<file path="config.mk">
export PLATFORM = sky130hd
export DESIGN_NAME = addsub_scheduler
export DESIGN_NICKNAME = d
export VERILOG_FILES = /design/src/rtl/addsub_scheduler_pkg.sv /design/src/rtl/addsub_scheduler_rr_arbiter.sv /design/src/rtl/addsub_scheduler.sv
export SDC_FILE = /design/constraint.sdc
export NUM_CORES = 1
export LEC_CHECK = 0
export ABC_AREA = 1
export CAP_MARGIN = 20
export CORE_MARGIN = 3
export CORE_UTILIZATION = 41
export CTS_CLUSTER_DIAMETER = 80
export DETAILED_ROUTE_END_ITERATION = 7
export GPL_TIMING_DRIVEN = 0
export HOLD_SLACK_MARGIN = 0.02
export MAX_ROUTING_LAYER = met4
export PLACE_DENSITY = 0.89
export SYNTH_ARGS = -nofsm -noshare
export SYNTH_HDL_FRONTEND = slang
export SYNTH_SLANG_ARGS = --single-unit
</file>
<file path="constraint.sdc">
create_clock -name clk -period 14.1 [get_ports clk]
set_clock_uncertainty 0.2 [all_clocks]
set_input_delay 1.41 -clock clk [delete_from_list [all_inputs] [get_ports clk]]
set_output_delay 1.41 -clock clk [all_outputs]
set_load 0.01 [all_outputs]
</file>
<file path="src/rtl/addsub_scheduler_pkg.sv">
`default_nettype none
// ============================================================================
// Module      : addsub_scheduler_pkg
// Description : Shared definitions for the add/subtract scheduler.
//               - Result-register controller state encoding (EMPTY=0, FULL=1)
//               - Default operand width, requester count and index width
// Revision    : 1.0 - initial release
// ============================================================================
package addsub_scheduler_pkg;

  // Default geometry of the shared adder/subtractor.
  localparam int C_DATA_WIDTH_DEF = 16;
  localparam int C_NUM_REQ_DEF    = 4;
  localparam int C_ID_W_DEF       = 2;

  // Result register occupancy. EMPTY means rsp_valid is low.
  typedef enum logic [0:0] {
    ST_EMPTY = 1'b0,
    ST_FULL  = 1'b1
  } state_e;

endpackage : addsub_scheduler_pkg
`default_nettype wire

</file>
<file path="src/rtl/addsub_scheduler_rr_arbiter.sv">
`default_nettype none
// ============================================================================
// Module      : rr_arbiter
// Description : Combinational round-robin arbiter. The search starts at
//               requester 'ptr' and wraps from NUM_REQ-1 to 0; the first
//               requester found with its req bit set wins.
// Ports       : req       - request vector, one bit per requester
//               ptr       - requester index where the search starts
//               grant     - one-hot grant (all zero when nobody requests)
//               grant_idx - index of the granted requester (0 when none)
//               grant_any - a grant was issued
// Revision    : 1.0 - initial release
// ============================================================================
module rr_arbiter
  import addsub_scheduler_pkg::*;
#(
  parameter int NUM_REQ = C_NUM_REQ_DEF,
  parameter int ID_W    = C_ID_W_DEF
) (
  input  logic [NUM_REQ-1:0] req,
  input  logic [ID_W-1:0]    ptr,
  output logic [NUM_REQ-1:0] grant,
  output logic [ID_W-1:0]    grant_idx,
  output logic               grant_any
);

  // Walk the requesters in priority order starting at ptr. The position is
  // wrapped with a single subtraction because ptr is always below NUM_REQ.
  always_comb begin
    grant     = '0;
    grant_idx = '0;
    grant_any = 1'b0;
    for (int off = 0; off < NUM_REQ; off++) begin
      int pos;
      pos = int'(ptr) + off;
      if (pos >= NUM_REQ) begin
        pos = pos - NUM_REQ;
      end
      if (!grant_any && req[pos]) begin
        grant[pos] = 1'b1;
        grant_idx  = ID_W'(pos);
        grant_any  = 1'b1;
      end
    end
  end

endmodule : rr_arbiter
`default_nettype wire

</file>
<file path="src/rtl/addsub_scheduler.sv">
`default_nettype none
// ============================================================================
// Module      : addsub_scheduler
// Description : Shares one ripple adder/subtractor between NUM_REQ
//               requesters. A round-robin arbiter picks at most one
//               requester per cycle; its operation is computed
//               combinationally and captured in a single result register,
//               so the result appears one cycle after acceptance.
// Ports       : clk          - clock, all state on rising edge
//               rst_n        - asynchronous active-low reset
//               req_valid    - per-requester operation pending
//               req_ready    - per-requester accept (one-hot or zero)
//               req_a/req_b  - packed operands, slice i for requester i
//               req_sub      - per-requester: 1 = A-B, 0 = A+B
//               rsp_valid    - result register holds a result
//               rsp_ready    - consumer takes the result this cycle
//               rsp_id       - requester that owns the result
//               rsp_result   - wrapped sum/difference
//               rsp_overflow - signed overflow of that operation
// Revision    : 1.0 - initial release
// ============================================================================
module addsub_scheduler
  import addsub_scheduler_pkg::*;
#(
  parameter int DATA_WIDTH = C_DATA_WIDTH_DEF,
  parameter int NUM_REQ    = C_NUM_REQ_DEF,
  parameter int ID_W       = C_ID_W_DEF
) (
  input  logic                          clk,
  input  logic                          rst_n,
  input  logic [NUM_REQ-1:0]            req_valid,
  output logic [NUM_REQ-1:0]            req_ready,
  input  logic [NUM_REQ*DATA_WIDTH-1:0] req_a,
  input  logic [NUM_REQ*DATA_WIDTH-1:0] req_b,
  input  logic [NUM_REQ-1:0]            req_sub,
  output logic                          rsp_valid,
  input  logic                          rsp_ready,
  output logic [ID_W-1:0]               rsp_id,
  output logic [DATA_WIDTH-1:0]         rsp_result,
  output logic                          rsp_overflow
);

  state_e                r_state;
  logic [ID_W-1:0]       r_ptr;
  logic [ID_W-1:0]       r_id;
  logic [DATA_WIDTH-1:0] r_result;
  logic                  r_ovf;

  logic                  w_can_grant;
  logic [NUM_REQ-1:0]    w_req_masked;
  logic [NUM_REQ-1:0]    w_grant;
  logic [ID_W-1:0]       w_grant_idx;
  logic                  w_grant_any;
  logic [ID_W-1:0]       w_ptr_nxt;

  logic [DATA_WIDTH-1:0] w_a_sel [NUM_REQ];
  logic [DATA_WIDTH-1:0] w_b_sel [NUM_REQ];
  logic [DATA_WIDTH-1:0] w_a;
  logic [DATA_WIDTH-1:0] w_b;
  logic                  w_sub;
  logic [DATA_WIDTH-1:0] w_b_eff;
  logic [DATA_WIDTH-1:0] w_sum;
  logic [DATA_WIDTH-1:0] w_carry;
  logic                  w_ovf;

  // --------------------------------------------------------------------------
  // Arbitration. Requests are only offered to the arbiter when the result
  // register can accept a new value this cycle, and never during reset, so
  // req_ready is low whenever no transfer can happen.
  // --------------------------------------------------------------------------
  assign w_can_grant  = (r_state == ST_EMPTY) || rsp_ready;
  assign w_req_masked = req_valid & {NUM_REQ{w_can_grant & rst_n}};

  rr_arbiter #(
    .NUM_REQ (NUM_REQ),
    .ID_W    (ID_W)
  ) u_rr_arbiter (
    .req       (w_req_masked),
    .ptr       (r_ptr),
    .grant     (w_grant),
    .grant_idx (w_grant_idx),
    .grant_any (w_grant_any)
  );

  assign req_ready = w_grant;
  assign w_ptr_nxt = (w_grant_idx == ID_W'(NUM_REQ - 1)) ? '0 : w_grant_idx + 1'b1;

  // --------------------------------------------------------------------------
  // Operand selection: AND-OR mux driven by the one-hot grant, so an
  // ungranted requester's operands never reach the adder.
  // --------------------------------------------------------------------------
  for (genvar gi = 0; gi < NUM_REQ; gi++) begin : g_sel
    assign w_a_sel[gi] = w_grant[gi] ? req_a[gi*DATA_WIDTH +: DATA_WIDTH] : '0;
    assign w_b_sel[gi] = w_grant[gi] ? req_b[gi*DATA_WIDTH +: DATA_WIDTH] : '0;
  end

  always_comb begin
    w_a = '0;
    w_b = '0;
    for (int i = 0; i < NUM_REQ; i++) begin
      w_a = w_a | w_a_sel[i];
      w_b = w_b | w_b_sel[i];
    end
  end

  assign w_sub = |(w_grant & req_sub);

  // --------------------------------------------------------------------------
  // Shared ripple adder/subtractor: A + (B ^ sub) + sub. The carry out of the
  // top bit is not needed, so the chain stops one stage short.
  // --------------------------------------------------------------------------
  assign w_b_eff    = w_b ^ {DATA_WIDTH{w_sub}};
  assign w_carry[0] = w_sub;

  for (genvar gb = 0; gb < DATA_WIDTH; gb++) begin : g_ripple
    assign w_sum[gb] = w_a[gb] ^ w_b_eff[gb] ^ w_carry[gb];
    if (gb < DATA_WIDTH - 1) begin : g_carry
      assign w_carry[gb+1] = (w_a[gb] & w_b_eff[gb]) |
                             (w_carry[gb] & (w_a[gb] ^ w_b_eff[gb]));
    end
  end

  // Signed overflow: operands of equal sign yielding a result of the other sign.
  assign w_ovf = (w_a[DATA_WIDTH-1] == w_b_eff[DATA_WIDTH-1]) &&
                 (w_sum[DATA_WIDTH-1] != w_a[DATA_WIDTH-1]);

  // --------------------------------------------------------------------------
  // Result-register controller. A grant always loads the register, which
  // covers both EMPTY->FULL and the back-to-back FULL->FULL case.
  // --------------------------------------------------------------------------
  always_ff @(posedge clk or negedge rst_n) begin
    if (!rst_n) begin
      r_state  <= ST_EMPTY;
      r_ptr    <= '0;
      r_id     <= '0;
      r_result <= '0;
      r_ovf    <= 1'b0;
    end else begin
      if (w_grant_any) begin
        r_ptr    <= w_ptr_nxt;
        r_id     <= w_grant_idx;
        r_result <= w_sum;
        r_ovf    <= w_ovf;
      end
      case (r_state)
        ST_EMPTY: if (w_grant_any) r_state <= ST_FULL;
        ST_FULL:  if (rsp_ready && !w_grant_any) r_state <= ST_EMPTY;
        default:  r_state <= ST_EMPTY;
      endcase
    end
  end

  assign rsp_valid    = (r_state == ST_FULL);
  assign rsp_id       = r_id;
  assign rsp_result   = r_result;
  assign rsp_overflow = r_ovf;

endmodule : addsub_scheduler
`default_nettype wire
</file>
==> reports/results.txt, run 1 <==
The flow ran to the end, and the final reports show no timing, DRC or antenna violations. The count of endpoints failing setup in the final report is 0. The run gives 0 as the remaining number of nets flagged by the antenna check after routing. The worst path in the final design needs a cycle of 9.991 ns, including I/O delays and setup. The post-cts sizing count came out at 0.

Ranked by total cell area, the synthesized netlist is headed by dfrtp_1 (21%), nand2_1 (17%), fa_1 (11%). TritonCTS built the clock tree. The number of max-cap violations came out at 0. The tools report the CTS H-tree depth as 1. The number of top-level pins came out at 163. The post-detailed-route DRC marker count was 0; the synthesized netlist net count was 494.

After synthesis, the netlist uses 29 different library cells. Among cell families on the critical path, the largest total delay comes from adder cells. The logs give 0.0001608 V for the worst supply voltage drop on vdd and 0.8805 for the final weighted congestion of routability-driven global placement.

For this design, the CTS-stage hold fixing added 0 buffers. Measured along the x axis, the die boundary spans 85.42 µm. In this run the power density over the cells is 290.1 nW/µm². The tools report the type of destination of the critical path as a flip-flop. Maximum fanout encountered on the critical timing path: 21.

The run gives 0 as the number of max-slew violations in the final report. Among the stages of the critical path, the cell type that occurs most often is fa_1. The logs give 2586 µm² for the mapped cell area and 3 for the number of buffers added by the clock tree synthesis step.

The placement-stage cell area was 4302 µm². The library cells used most frequently in the layout, excluding fill and tap cells, are clkdlybuf4s50_1 (162), nand2_1 (119), dfrtp_1 (22). The number of antenna cells inserted was 0.

The post-CTS setup buffer count came out at 0. The summed area of non-filler cells in the final layout is 4384 µm², and the slew of the pin with the lowest slew margin is 0.6094 ns. Compared with the post-synthesis result, the final layout area differs by 69.52%. The logs give 14.06 ns for the worst path required time and 482 for the fill cell instance count of the final layout.

The slowest stage of the critical path is the clkdlybuf4s50_1 cell. Setup repair after global routing left no endpoint under its margin. The cell accounting for the most synthesized area is dfrtp_1.

The logs give 3093 for the via count of the first global-routing pass and 72.76% for the final standard cell utilization of the core. After synthesis, flip-flops and latches occupy 21.29% of the total area. The routed layout has 3050 vias. The final net count came out at 662. The cell leakage power is 1.888 nW. The tools report the maximum number of pins on one net before global-route repair as 24.

The logs give 100.1 MHz for the highest clock frequency the design can meet and 334 for the post-synthesis cell count. The largest single stage delay on the critical path is 0.61 ns. The clock transition time at the flip-flop clock pins of the worst setup and hold paths is 0.07 ns, and the tightest slew margin relative to the limit is 59.37%. The class of the most critical hold timing path is flip-flop to flip-flop. Data arrival time at the worst-slack endpoint: 9.95 ns.

The mean instance size in the synthesized netlist was 7.743 µm². The first global-routing pass estimated 14880 µm of wire. The run gives 162 as the number of DRC markers after the initial detailed-route iteration. The wire length per cell came out at 16.58 µm. Synthesis inferred 22 register bits. For this run the aggregate overflow at the end of global routing stands at 0. Summed over all failing endpoints, the final setup total negative slack is 0 ns. The detail-routed via count per cell was 5.295; the number of antenna violations at the first check in global routing was 0. Final wirelength: 9552 µm.

The number of buffers inserted by port buffering is 162. Clock latency on the worst-skew pair, taken at its later pin, is 0.26 ns. The floorplan step defined a core boundary enclosing 6026 µm². The fraction of the cycle the final worst path needs came out at 70.86%. For this configuration, the core starts out at a cell density of 42.92%.

The longest clock path from root to sink contains 2 buffers. The logs give 22 for the number of clock sinks seen by CTS and 28 for the row count. The sort of element at the start of the critical path was an input port. The number of buffer and inverter instances along the worst setup path was 5; the number of warnings printed during yosys synthesis was 0. The die is 85.42 µm tall. After legalization and detailed placement, the total HPWL measured 8187 µm. The most common library cell in the layout ignoring fill and taps is clkdlybuf4s50_1.

The root buffer cell chosen for the clock tree is clkbuf_8. The first detailed-routing pass ran for 4 iterations. The tools report the hold violation total from the final report as 0. The worst setup path is of the input port to flip-flop kind. In the final layout, the share of cells above drive strength 1 is 10.58%.

Global routing consumed, over all layers together, 26.48% of the routing resources. The floorplan step defined a die boundary enclosing 7297 µm². Of the post-synthesis cell area, the dominant cell type holds 21.29%.
-- power breakdown --
group | total, mW | internal [mW] | switching, mW
Sequential | 0.136 | 0.113 | 0.0232
Clock | 0.0450 | 0.0249 | 0.0201
Combinational | 1.09 | 0.457 | 0.634
Total | 1.27 | 0.595 | 0.677
-- final timing paths --
kind | depth (start not counted) | from | slack [ns] | endpoint
setup / recovery | 31 | rst_n | 4.11 | rsp_result[14]
hold / removal | 2 | rsp_id[1] | 0.29 | rsp_id[1]
setup reg to reg | 29 | r_ptr[1] | 5.21 | rsp_result[14]
hold reg to reg | 2 | rsp_id[1] | 0.29 | rsp_id[1]
max in group asynchronous | 2 | rst_n | 12.15 | rsp_result[12]
min in group asynchronous | 1 | rst_n | 1.17 | asynchronous set/reset pin
-- final cells by class --
type / count / area [µm²] / share of cell area [%]
flip-flops and latches: 22 / 550.5 / 12.56
inverters: 20 / 77.57 / 1.769
well taps: 75 / 93.84 / 2.140
clock buffers: 4 / 55.05 / 1.256
multi-input cells: 275 / 1869 / 42.64
plain buffers: 17 / 88.84 / 2.026
repair buffers: 163 / 1649 / 37.61
-- cell families after synthesis --
family / synth area share, %
buffers and inverters: 6.434
and+or+nand+nor: 31.01
adders and majority gates: 14.22
xor gates and xnor gates: 5.080
AOI/OAI and AO/OA: 21.96
DFF: 21.29
-- worst register-to-register path: cells and delay by family, from the launching register on --
family,cells,cell delay (ns)
adder cells (fa/ha/maj),15,6.00
AO/OA/AOI/OAI,2,0.34
AND/OR/NAND/NOR,8,0.81
buffers and inverters,4,0.93
flip-flops,1,0.53
-- per-layer routing --
metal	track usage, %	vias to the layer above	routed length [µm]
li1	-	1484	-
met1	33.35	1433	4012
met2	45.13	124	4772
met3	3.398	9	673
met4	6.331	0	94
met5	-	-	0
-- state kept, by name (all words and copies together) (netlist names), named ones only --
register,count
rsp_valid,1
rsp_overflow,1
rsp_result,16
r_ptr,1
rsp_id,2
-- per-stage QoR --
step / std cells / hold slack, ns / worst slack, ns / total power, mW
final: 576 / 0.2866 / 4.109 / 1.272
after global routing: 576 / 0.3089 / 3.700 / 1.421
after CTS: 575 / 0.2907 / 3.693 / 1.277
after detailed placement: 571 / 0.2702 / 3.421 / 1.230
after global placement: 571 / 0.2653 / 3.572 / 1.170
after floorplan: 334 / 0.3155 / 5.380 / 0.8899
-- cell usage after synthesis, drive strengths merged --
master	n
nand2	131
a221oi	26
dfrtp	22
nand3	20
inv	19
o21ai	18
a22o	17
xor2	15
fa	14
nor2	14
buf	12
nand4	10
ha	7
clkbuf	5
o211ai	2
a21oi	1
clkinv	1
Power figures use the tool's default switching activity.
==> run 2, diff against run 1 <==
- CORE_UTILIZATION: 41 -> 34
- PLACE_DENSITY: 0.89 -> 0.78
- clock period: 14.1 -> 8 ns (I/O delays scaled with it)
==> reports/results.txt, run 2 (same netlist as run 1, synthesis figures left out) <==
The estimated wirelength of the detail-placed design is 8153 µm (was 8187 µm), and the number of buffer and inverter instances along the worst setup path is 4 (was 5). The number of max-cap violations is 0 (unchanged), and the area overhead of the layout relative to synthesis is 84.81% (was 69.52%). The clock latency of the later-clocked register in the worst-skew pair was 0.26 ns (about the same); the filler-free cell count of the finished design was 621 (was 576). The power density over the cells came out at 558.8 nW/µm² (was 290.1 nW/µm²). The flow ran to the end, and the final reports show no timing, DRC or antenna violations. The tools report the number of cells after detailed placement as 595 (was 571). The fraction of layout cells with a size suffix above 1 is 21.65% (was 10.58%), and the maximum number of pins on one net before global-route repair is 24 (unchanged).

The worst-case reg-to-reg path depth works out to 29 (unchanged). The remaining number of nets flagged by the antenna check after routing is 0 (unchanged), and the worst supply voltage drop on vdd is 0.0002938 V (was 0.0001608 V). Type of destination of the critical path: a flip-flop (unchanged). The width of the die works out to 93.22 µm (was 85.42 µm). The placement-stage cell area came out at 4354 µm² (was 4302 µm²).

The critical register-to-register path endpoint is rsp_result[14] (unchanged). Source of the critical timing path: r_ptr[1] (was rst_n). The run gives 0 (unchanged) as the number of antenna cells inserted. The cell depth of the worst setup path is 29 (was 31), and the final net count is 683 (was 662). For the post-detailed-route DRC marker count, the log shows 0 (unchanged). The number of vias in the routed layout is 3115 (was 3050), and the detail-routed via count per cell is 5.016 (was 5.295). The most common library cell in the layout ignoring fill and taps is clkdlybuf4s50_1 (unchanged).

Die height: 93.22 µm (was 85.42 µm). The number of clock sinks seen by CTS is 22 (unchanged), and the tightest slew margin relative to the limit is 59.83% (was 59.37%). The tools report the total overflow reported by the global router as 0 (unchanged).

The final wirelength came out at 9998 µm (was 9552 µm). The cell class contributing the biggest share of worst-path delay was adder cells (unchanged). The category of the most critical setup path was flip-flop to flip-flop (was input port to flip-flop). Clock transition time at the flip-flop clock pins of the worst setup and hold paths: 0.07 ns (about the same). The number of antenna violations at the first check in global routing came out at 0 (unchanged). The standard cell core area is 7331 µm² (was 6026 µm²). The maximum fanout encountered on the critical timing path came out at 7 (was 21).

TritonCTS built the clock tree. The reg-to-reg setup timing slack was 0.16 ns (was 5.21 ns). The hold violation total from the final report is 0 (unchanged), and the setup slack after placement is -1.827 ns (was 3.421 ns). The floorplan die area is 8689 µm² (was 7297 µm²), and the worst path required time is 7.95 ns (was 14.06 ns). For the CTS H-tree depth, the log shows 1 (unchanged).

The overall routing resource usage was 22.24% (was 26.48%). The most frequent cell on the critical path is fa_2 (was fa_1). Number of DRC markers after the initial detailed-route iteration: 133 (was 162). Most frequent cells in the layout: clkdlybuf4s50_1 (156), nand2_1 (112), buf_4 (21), dfrtp_1 (20) (was clkdlybuf4s50_1 (162), nand2_1 (119), dfrtp_1 (22)). The via count of the first global-routing pass is 3085 (was 3093), and the cell leakage power is 2.061 nW (was 1.888 nW). The row count was 31 (was 28); the fill cell instance count of the final layout was 612 (was 482). The number of flip-flops in the largest register works out to 16 (unchanged). The logs give 7.79 ns (was 9.95 ns) for the data arrival time at the worst-slack endpoint and 2001 µm² (was 1869 µm²) for the total area of multi-input combinational cells. For the number of buffers added by the clock tree synthesis step, the log shows 3 (unchanged). For the highest clock frequency the design can meet, the log shows 127.6 MHz. For the overall power of the completed layout, the log shows 2.671 mW (was 1.272 mW). Post-route minimum period: 7.836 ns. Setup repair after global routing could not meet its margin everywhere. Capturing element of the worst setup path: rsp_result[14] (unchanged). The class of the most critical hold timing path is input port to asynchronous set/reset pin (was flip-flop to flip-flop). The run gives 0 (unchanged) as the number of buffers inserted for hold repair after clock tree synthesis. Highest-delay cell along the critical path: fa_2 (was clkdlybuf4s50_1).

The number of max-slew violations in the final report came out at 0 (unchanged). The number of buffers inserted by port buffering works out to 162 (unchanged). The final critical path takes up 97.95% of the cycle.

The first-pass iteration count of the detailed router was 4 (unchanged). Wire length per cell: 16.10 µm (was 16.58 µm). The slew of the pin with the lowest slew margin was 0.6026 ns (was 0.6094 ns); the final weighted congestion of routability-driven global placement was 0.8471 (was 0.8805). Root buffer selected by CTS: clkbuf_8 (unchanged).

Startpoint of the worst-slack reg-to-reg timing path: r_ptr[1] (unchanged). The longest individual stage delay on the worst path works out to 0.42 ns (was 0.61 ns). The number of top-level pins was 163 (unchanged).

The register area is 553.0 µm² (was 550.5 µm²), and the count of endpoints failing setup in the final report is 0 (unchanged). The first-pass GRT wire length was 14810 µm (was 14880 µm); the summed area of non-filler cells in the final layout was 4780 µm² (was 4384 µm²). The worst setup slack after layout was 0.1638 ns (was 4.109 ns). The sort of element at the start of the critical path is a flip-flop (was an input port).

The starting utilization of the core area was 35.28% (was 42.92%); the number of buffers between clock root and the deepest sink was 2 (unchanged).
run 2: cell count changes in the layout (fill, tap and decap cells not counted), sizes merged:
cell / before / now
nand2: 131 / 132
inv: 19 / 18
clkinvlp: 0 / 1
dlymetal6s2s: 0 / 5
clkdlybuf4s50: 162 / 156
buf: 13 / 34
run 2: through the flow:
stage	hold slack (ns)	setup TNS, ns	util [%]
detailed placement	0.2762	-8.915	59.40
global route	0.1417	-0.1097	65.20
global placement	0.2677	-8.084	59.40
finish	0.1413	0	65.20
CTS	0.2194	-0.006660	62.60
floorplan	0.3044	0	-
run 2: routing by layer:
| metal | vias to the layer above | track usage, % | wire (µm) |
|---|---|---|---|
| met3 | 10 | 2.333 | 584 |
| met2 | 133 | 38.51 | 5078 |
| met5 | - | - | 0 |
| li1 | 1528 | - | - |
| met1 | 1444 | 28.09 | 4196 |
| met4 | 0 | 5.250 | 138 |
run 2: worst min-delay path by stage:
stage | end | cells after the start
2_1_floorplan | asynchronous set/reset pin | 0
3_3_place_gp | rsp_result[13] | 2
3_5_place_dp | rsp_result[5] | 2
4_1_cts | rsp_result[15] | 1
5_1_grt | rsp_result[15] | 1
6_report | rsp_result[15] | 1
run 2: timing repair:
item,CTS,global route
setup buffers,10,11
pin swaps,13,12
gates cloned,1,0
resized for setup,36,32
endpoints found under the setup margin,7,4
run 2: cell type report:
cell class                 count  share of cell area (%)
multi-input combinational    276                   41.86
sequential                    22                   11.57
tap                           99                   2.592
buffer                        17                   3.141
timing repair buffer         183                   37.93
inverter                      20                   1.754
clock buffer                   4                   1.152
run 2: report_power, final:
part / switching [mW] / total (mW) / internal [mW]
Combinational: 1.29 / 2.35 / 1.07
Sequential: 0.0421 / 0.242 / 0.200
Clock: 0.0341 / 0.0779 / 0.0438
